$ cat src/rtl/cuppa_trigger_multi.sv
// N-channel ADC trigger: delayed stream pass-through, masked threshold discriminators with
// M-of-N coincidence, fixed-priority EXT/THRESH/SW arbitration, holdoff and trigger counting.
module cuppa_trigger_multi #(
  parameter int N_CHAN     = 4,
  parameter int ADC_W      = 12,
  parameter int STREAM_DLY = 1,
  parameter int HOLDOFF_W  = 16,
  parameter int CNT_W      = 32
) (
  input  logic                           clk,
  input  logic                           rst,
  input  logic [N_CHAN*ADC_W-1:0]        adc_stream_in,
  output logic [N_CHAN*ADC_W-1:0]        adc_stream_out,
  input  logic                           gt,
  input  logic                           et,
  input  logic                           lt,
  input  logic [ADC_W-1:0]               thr,
  input  logic [N_CHAN-1:0]              chan_en,
  input  logic                           thresh_trig_en,
  input  logic [$clog2(N_CHAN+1)-1:0]    min_coinc,
  input  logic [HOLDOFF_W-1:0]           holdoff,
  input  logic                           run,
  input  logic                           ext_trig_en,
  input  logic                           ext_run,
  output logic                           trig,
  output logic [1:0]                     trig_src,
  output logic [N_CHAN-1:0]              thresh_tot,
  output logic                           busy,
  output logic [CNT_W-1:0]               trig_count
);

  // state   | meaning
  // IDLE    | accepting trigger requests
  // HOLD    | dead time after a trigger, requests discarded
  localparam logic [0:0] ST_IDLE = 1'b0;
  localparam logic [0:0] ST_HOLD = 1'b1;

  localparam logic [1:0] TRIG_SRC_NONE   = 2'd0;
  localparam logic [1:0] TRIG_SRC_SW     = 2'd1;
  localparam logic [1:0] TRIG_SRC_THRESH = 2'd2;
  localparam logic [1:0] TRIG_SRC_EXT    = 2'd3;

  localparam int CW = $clog2(N_CHAN+1);

  logic                    i_rst;
  logic [N_CHAN*ADC_W-1:0] dly [STREAM_DLY];
  logic [N_CHAN-1:0]       act;
  logic [N_CHAN-1:0]       masked;
  logic [CW-1:0]           nact;
  logic [CW-1:0]           min_eff;
  logic                    thr_hit;
  logic                    run_q, ext_run_q;
  logic                    run_p, ext_run_p;
  logic [1:0]              req_src;
  logic [0:0]              state;
  logic [HOLDOFF_W-1:0]    hold_cnt;

  always_ff @(posedge clk) begin
    i_rst <= rst;
  end

  always_ff @(posedge clk) begin
    if (i_rst) begin
      for (int i = 0; i < STREAM_DLY; i++) dly[i] <= '0;
    end else begin
      dly[0] <= adc_stream_in;
      for (int i = 1; i < STREAM_DLY; i++) dly[i] <= dly[i-1];
    end
  end

  assign adc_stream_out = dly[STREAM_DLY-1];

  for (genvar k = 0; k < N_CHAN; k++) begin : g_disc
    logic [ADC_W-1:0] samp;
    assign samp   = adc_stream_in[k*ADC_W +: ADC_W];
    assign act[k] = (gt & (samp > thr)) | (et & (samp == thr)) | (lt & (samp < thr));
  end

  assign masked = act & chan_en;

  always_comb begin
    nact = '0;
    for (int k = 0; k < N_CHAN; k++) nact = nact + CW'(masked[k]);
  end

  // A zero coincidence setting behaves as one so an idle bus never self-triggers.
  assign min_eff   = (min_coinc == '0) ? CW'(1) : min_coinc;
  assign thr_hit   = thresh_trig_en & (nact >= min_eff);
  assign run_p     = run & ~run_q;
  assign ext_run_p = ext_trig_en & ext_run & ~ext_run_q;

  always_comb begin
    req_src = TRIG_SRC_NONE;
    if (ext_run_p)    req_src = TRIG_SRC_EXT;
    else if (thr_hit) req_src = TRIG_SRC_THRESH;
    else if (run_p)   req_src = TRIG_SRC_SW;
  end

  always_ff @(posedge clk) begin
    if (i_rst) begin
      run_q      <= 1'b0;
      ext_run_q  <= 1'b0;
      thresh_tot <= '0;
      trig       <= 1'b0;
      trig_src   <= TRIG_SRC_NONE;
      busy       <= 1'b0;
      trig_count <= '0;
      state      <= ST_IDLE;
      hold_cnt   <= '0;
    end else begin
      run_q      <= run;
      ext_run_q  <= ext_run;
      thresh_tot <= masked;
      // busy trails the state by one cycle so it covers exactly the dead cycles after trig
      busy       <= (state == ST_HOLD);
      trig       <= 1'b0;
      trig_src   <= TRIG_SRC_NONE;
      case (state)
        ST_IDLE: begin
          if (req_src != TRIG_SRC_NONE) begin
            trig       <= 1'b1;
            trig_src   <= req_src;
            trig_count <= trig_count + 1'b1;
            if (holdoff != '0) begin
              hold_cnt <= holdoff;
              state    <= ST_HOLD;
            end
          end
        end
        ST_HOLD: begin
          if (hold_cnt == HOLDOFF_W'(1)) state <= ST_IDLE;
          else hold_cnt <= hold_cnt - 1'b1;
        end
        default: state <= ST_IDLE;
      endcase
    end
  end

endmodule

$ cat config.mk
export PLATFORM = sky130hd
export DESIGN_NAME = cuppa_trigger_multi
export DESIGN_NICKNAME = d
export VERILOG_FILES = /design/src/rtl/cuppa_trigger_multi.sv
export SDC_FILE = /design/constraint.sdc
export NUM_CORES = 1
export LEC_CHECK = 0
export CORE_ASPECT_RATIO = 0.5
export CORE_UTILIZATION = 36
export CTS_CLUSTER_DIAMETER = 30
export DETAILED_ROUTE_END_ITERATION = 8
export PLACE_DENSITY = 0.62
export SYNTH_ARGS = -nofsm -noshare
export SYNTH_HDL_FRONTEND = slang
export SYNTH_SLANG_ARGS = --single-unit
$ cat constraint.sdc
create_clock -name clk -period 7.55 [get_ports clk]
set_input_delay 0.755 -clock clk [delete_from_list [all_inputs] [get_ports clk]]
set_output_delay 0.755 -clock clk [all_outputs]
set_load 0.01 [all_outputs]
==> metrics.cfg <==
[sta]
setup_viol_count_final = 0
hold_viol_final = 0
fmax_ghz = 0.1835
finalCriticalPeriod_ps = 5450
fin_crit_sh = 0.7219
rsz0062_at_grt = no
clock_skew_ps = 11.00
maxSlewHeadroom = 0.2379
drv_slew = 0
setup_tns_ps = 0
setup_ws_ps = 2100
worst_pin_slew_ps = 1143

[synthesis]
syn-num-nets = 767
ys_top_cells_by_count = dfxtp_1, ha_1, nor2b_1
synth_cell_types = 54
synth_seq_area_share = 0.3891
post-synth-top-area-cell = dfxtp_1
ys.flop_type = dfxtp_1
synth.avg_cell_area_sq_um = 8.991
ys.warnings.count = 0
synth_most_common_cell = dfxtp_1
synthCells = 618
synth-seq-cells = 108
synth_area_sq_um = 5557
synth_edf_count = 0
synth.area.top_cells = dfxtp_1, ha_1, nor2b_1
async_flop_share = 0
yosysTopAreaCellShare = 0.3891

[global_routing]
grt_pass1_wl_um = 24010
grt_start_max_net_pins = 112
grt_pass1_vias = 4743
gr-usage-all-layers = 0.1882
antenna_found_initial = 0
gr-total-overflow = 0

[die]
die_y_um = 89.85
rows = 31
core_area_sq_um = 14780
die_area_sq_um = 15970
start_util = 0.3760
boundaryPins = 180
die_w_um = 177.7

[layout]
layout-drive-gt1-share = 0.05083
num-nets-final = 931
area_delta_synth_final_pct = 40.96
antenna_cells = 0

[critical_path]
criticalPathCategory = primary input to flop
cp_max_fo = 20
crit_buf_inv = 3
r2r_start = state
rr_endpoint = trig_count[14]
cp.arrival_ps = 5700
worstSetupEndpointType = flop
critPathMaxStageDelay_ps = 540
crit_family = compound AO/OA/AOI/OAI gates
critical-path-slowest-cell = fa_1
reg2reg_slack_ps = 4360
path_cells = clkdlybuf4s50_1 > inv_1 > ha_1 > nor2b_1 > o211ai_1 > a211oi_1 > a2111o_1 > mux2i_1 > nand2_1 > fa_1 > inv_1 > ha_1 > ha_1 > ha_1 > nand2_1 > o21ai_0 > a21boi_4 > o21ai_1 > o21ai_0 > a221oi_1
rr_worst_depth = 7
crit_required_ps = 7800
cpMostUsedCell = ha_1
cp-start-kind = primary input

[place]
numPortBuffers = 179
place_ws_ps = 1731
gp_congestion = 0.7979
dp_hpwl_um = 11190

[power]
comb_power_share = 0.234
p_switching_uw = 442.3
p_int_mw = 1.078
p_total_mw = 1.520
power.leakage_nw = 3.019
p_clk_frac = 0.347
ir_drop_mv = 0.1100
power_density_nw_per_um2 = 194.0
power_frac_seq = 0.418
sw_frac_of_total = 0.2910

[clock_tree]
htreeDepth = 3
clk_latency_ps = 350
cts_max_path_buffers = 2
root_buffer = clkbuf_16
post-cts-setup-buffers = 0
post_cts_resized = 0
cts_tree = built
cts_buffers = 9
ctsHoldBuffers = 0
clk_pin_slew_ps = 80
clock_sinks = 108

[detailed_routing]
drtAntennaViolNets = 0
wl_per_cell_um = 15.31
wirelength_um = 15090
route.vias.total = 4945
dr.pass1.iters = 4
viasPerCell = 5.020
drt-initial-drc-count = 129
drc = 0

[min_path]
holdPathEnd = hold_cnt[10]
hp-start = hold_cnt[10]
holdPathStages = 2
hp-class = flop to flop

[run]
max-cap-violations = 0

[run_status]
status = finished clean

final cells by class:
cell class | count | area [sq um]
Tap cell | 198 | 247.7
Inverter | 28 | 105.1
Clock buffer | 9 | 225.2
Multi-Input combinational cell | 454 | 3177
Timing Repair Buffer | 181 | 1807
Fill cell | 1383 | 6945
Clock inverter | 7 | 105.1
Sequential cell | 108 | 2166
cells by family after synthesis:
group,after synthesis,share of synthesized area
XOR/XNOR,30,0.04729
buffers and inverters,56,0.04121
AND/OR/NAND/NOR,255,0.2632
multiplexers,8,0.01509
flip-flops,108,0.3891
adder cells (fa/ha/maj),57,0.1297
AO/OA/AOI/OAI,104,0.1144
how the worst max path moves through the flow:
| stage | startpoint | cells past startpoint | endpoint | slack [ps] |
|---|---|---|---|---|
| 4_1_cts | thr[1] | 21 | trig_count[14] | 2110 |
| 6_report | thr[1] | 20 | hold_cnt[0] | 2100 |
| 3_3_place_gp | thr[1] | 21 | trig_count[14] | 1810 |
| 3_5_place_dp | thr[1] | 21 | trig_count[14] | 1730 |
| 5_1_grt | thr[1] | 20 | hold_cnt[0] | 1740 |
| 2_1_floorplan | thr[1] | 21 | trig_count[16] | 2830 |
routing by layer:
| metal | global-route usage | vias up | wire (um) |
|---|---|---|---|
| met3 | 0.05076 | 15 | 975 |
| met2 | 0.3053 | 148 | 6831 |
| li1 | - | 2515 | - |
| met1 | 0.2483 | 2267 | 7135 |
| met5 | 0 | - | 0 |
| met4 | 0.04131 | 0 | 142 |
power by group through the flow:
| stage | Combinational, mW | Clock (mW) | Sequential, mW |
|---|---|---|---|
| 2_1_floorplan | 0.214 | 0 | 0.647 |
| 3_3_place_gp | 0.354 | 0 | 0.647 |
| 3_5_place_dp | 0.357 | 0 | 0.648 |
| 4_1_cts | 0.359 | 0.543 | 0.635 |
| 5_1_grt | 0.397 | 0.561 | 0.641 |
| 6_report | 0.356 | 0.528 | 0.636 |
worst register-to-register path, stage by stage (launching register included):
cell and delay [ps]:
dfxtp_1 890, inv_1 600, o21ai_0 210, a21boi_4 540, buf_4 400, and3b_1 230
xnor2_1 130, nor2_1 50
registers in the layout (all words and copies together) (netlist names), 2 cells and up:
name and cells:
trig_src 2, trig_count 32, dly 48, thresh_tot 4, hold_cnt 16
placed cells by master, fill, tap and decap left out, types with 3 or more instances in the layout:
cell type	synthesis	routed
a211oi_1	6	6
a21o_1	9	9
a21oi_1	45	45
and3_1	7	7
and3b_1	3	3
and4_1	3	3
clkbuf_16	0	9
clkdlybuf4s50_1	0	179
dfxtp_1	108	107
ha_1	56	56
inv_1	28	28
mux2_2	3	3
mux2i_1	5	5
nand2_1	28	28
nand2b_1	5	5
nand3_1	21	21
nand4_1	17	17
nor2_1	53	53
nor2b_1	56	56
nor3_1	20	20
nor3_2	3	3
nor4_1	18	18
nor4_2	3	3
nor4_4	3	3
o211ai_1	4	4
o21ai_0	22	22
o31a_1	3	3
o32ai_1	4	4
or3_1	3	3
or4_4	3	3
xnor2_1	28	28
through the flow:
step | cell area (sq um) | hold WS (ps) | utilization | instances
global placement | 7502 | 473.1 | 0.5077 | 969
finish | 7833 | 494.3 | 0.5300 | 985
global route | 7833 | 515.5 | 0.5300 | 985
CTS | 7833 | 496.8 | 0.5300 | 985
floorplan | 5557 | 458.0 | - | 618
detailed placement | 7502 | 477.9 | 0.5077 | 969
No activity file was read; power rests on OpenSTA's default activity.
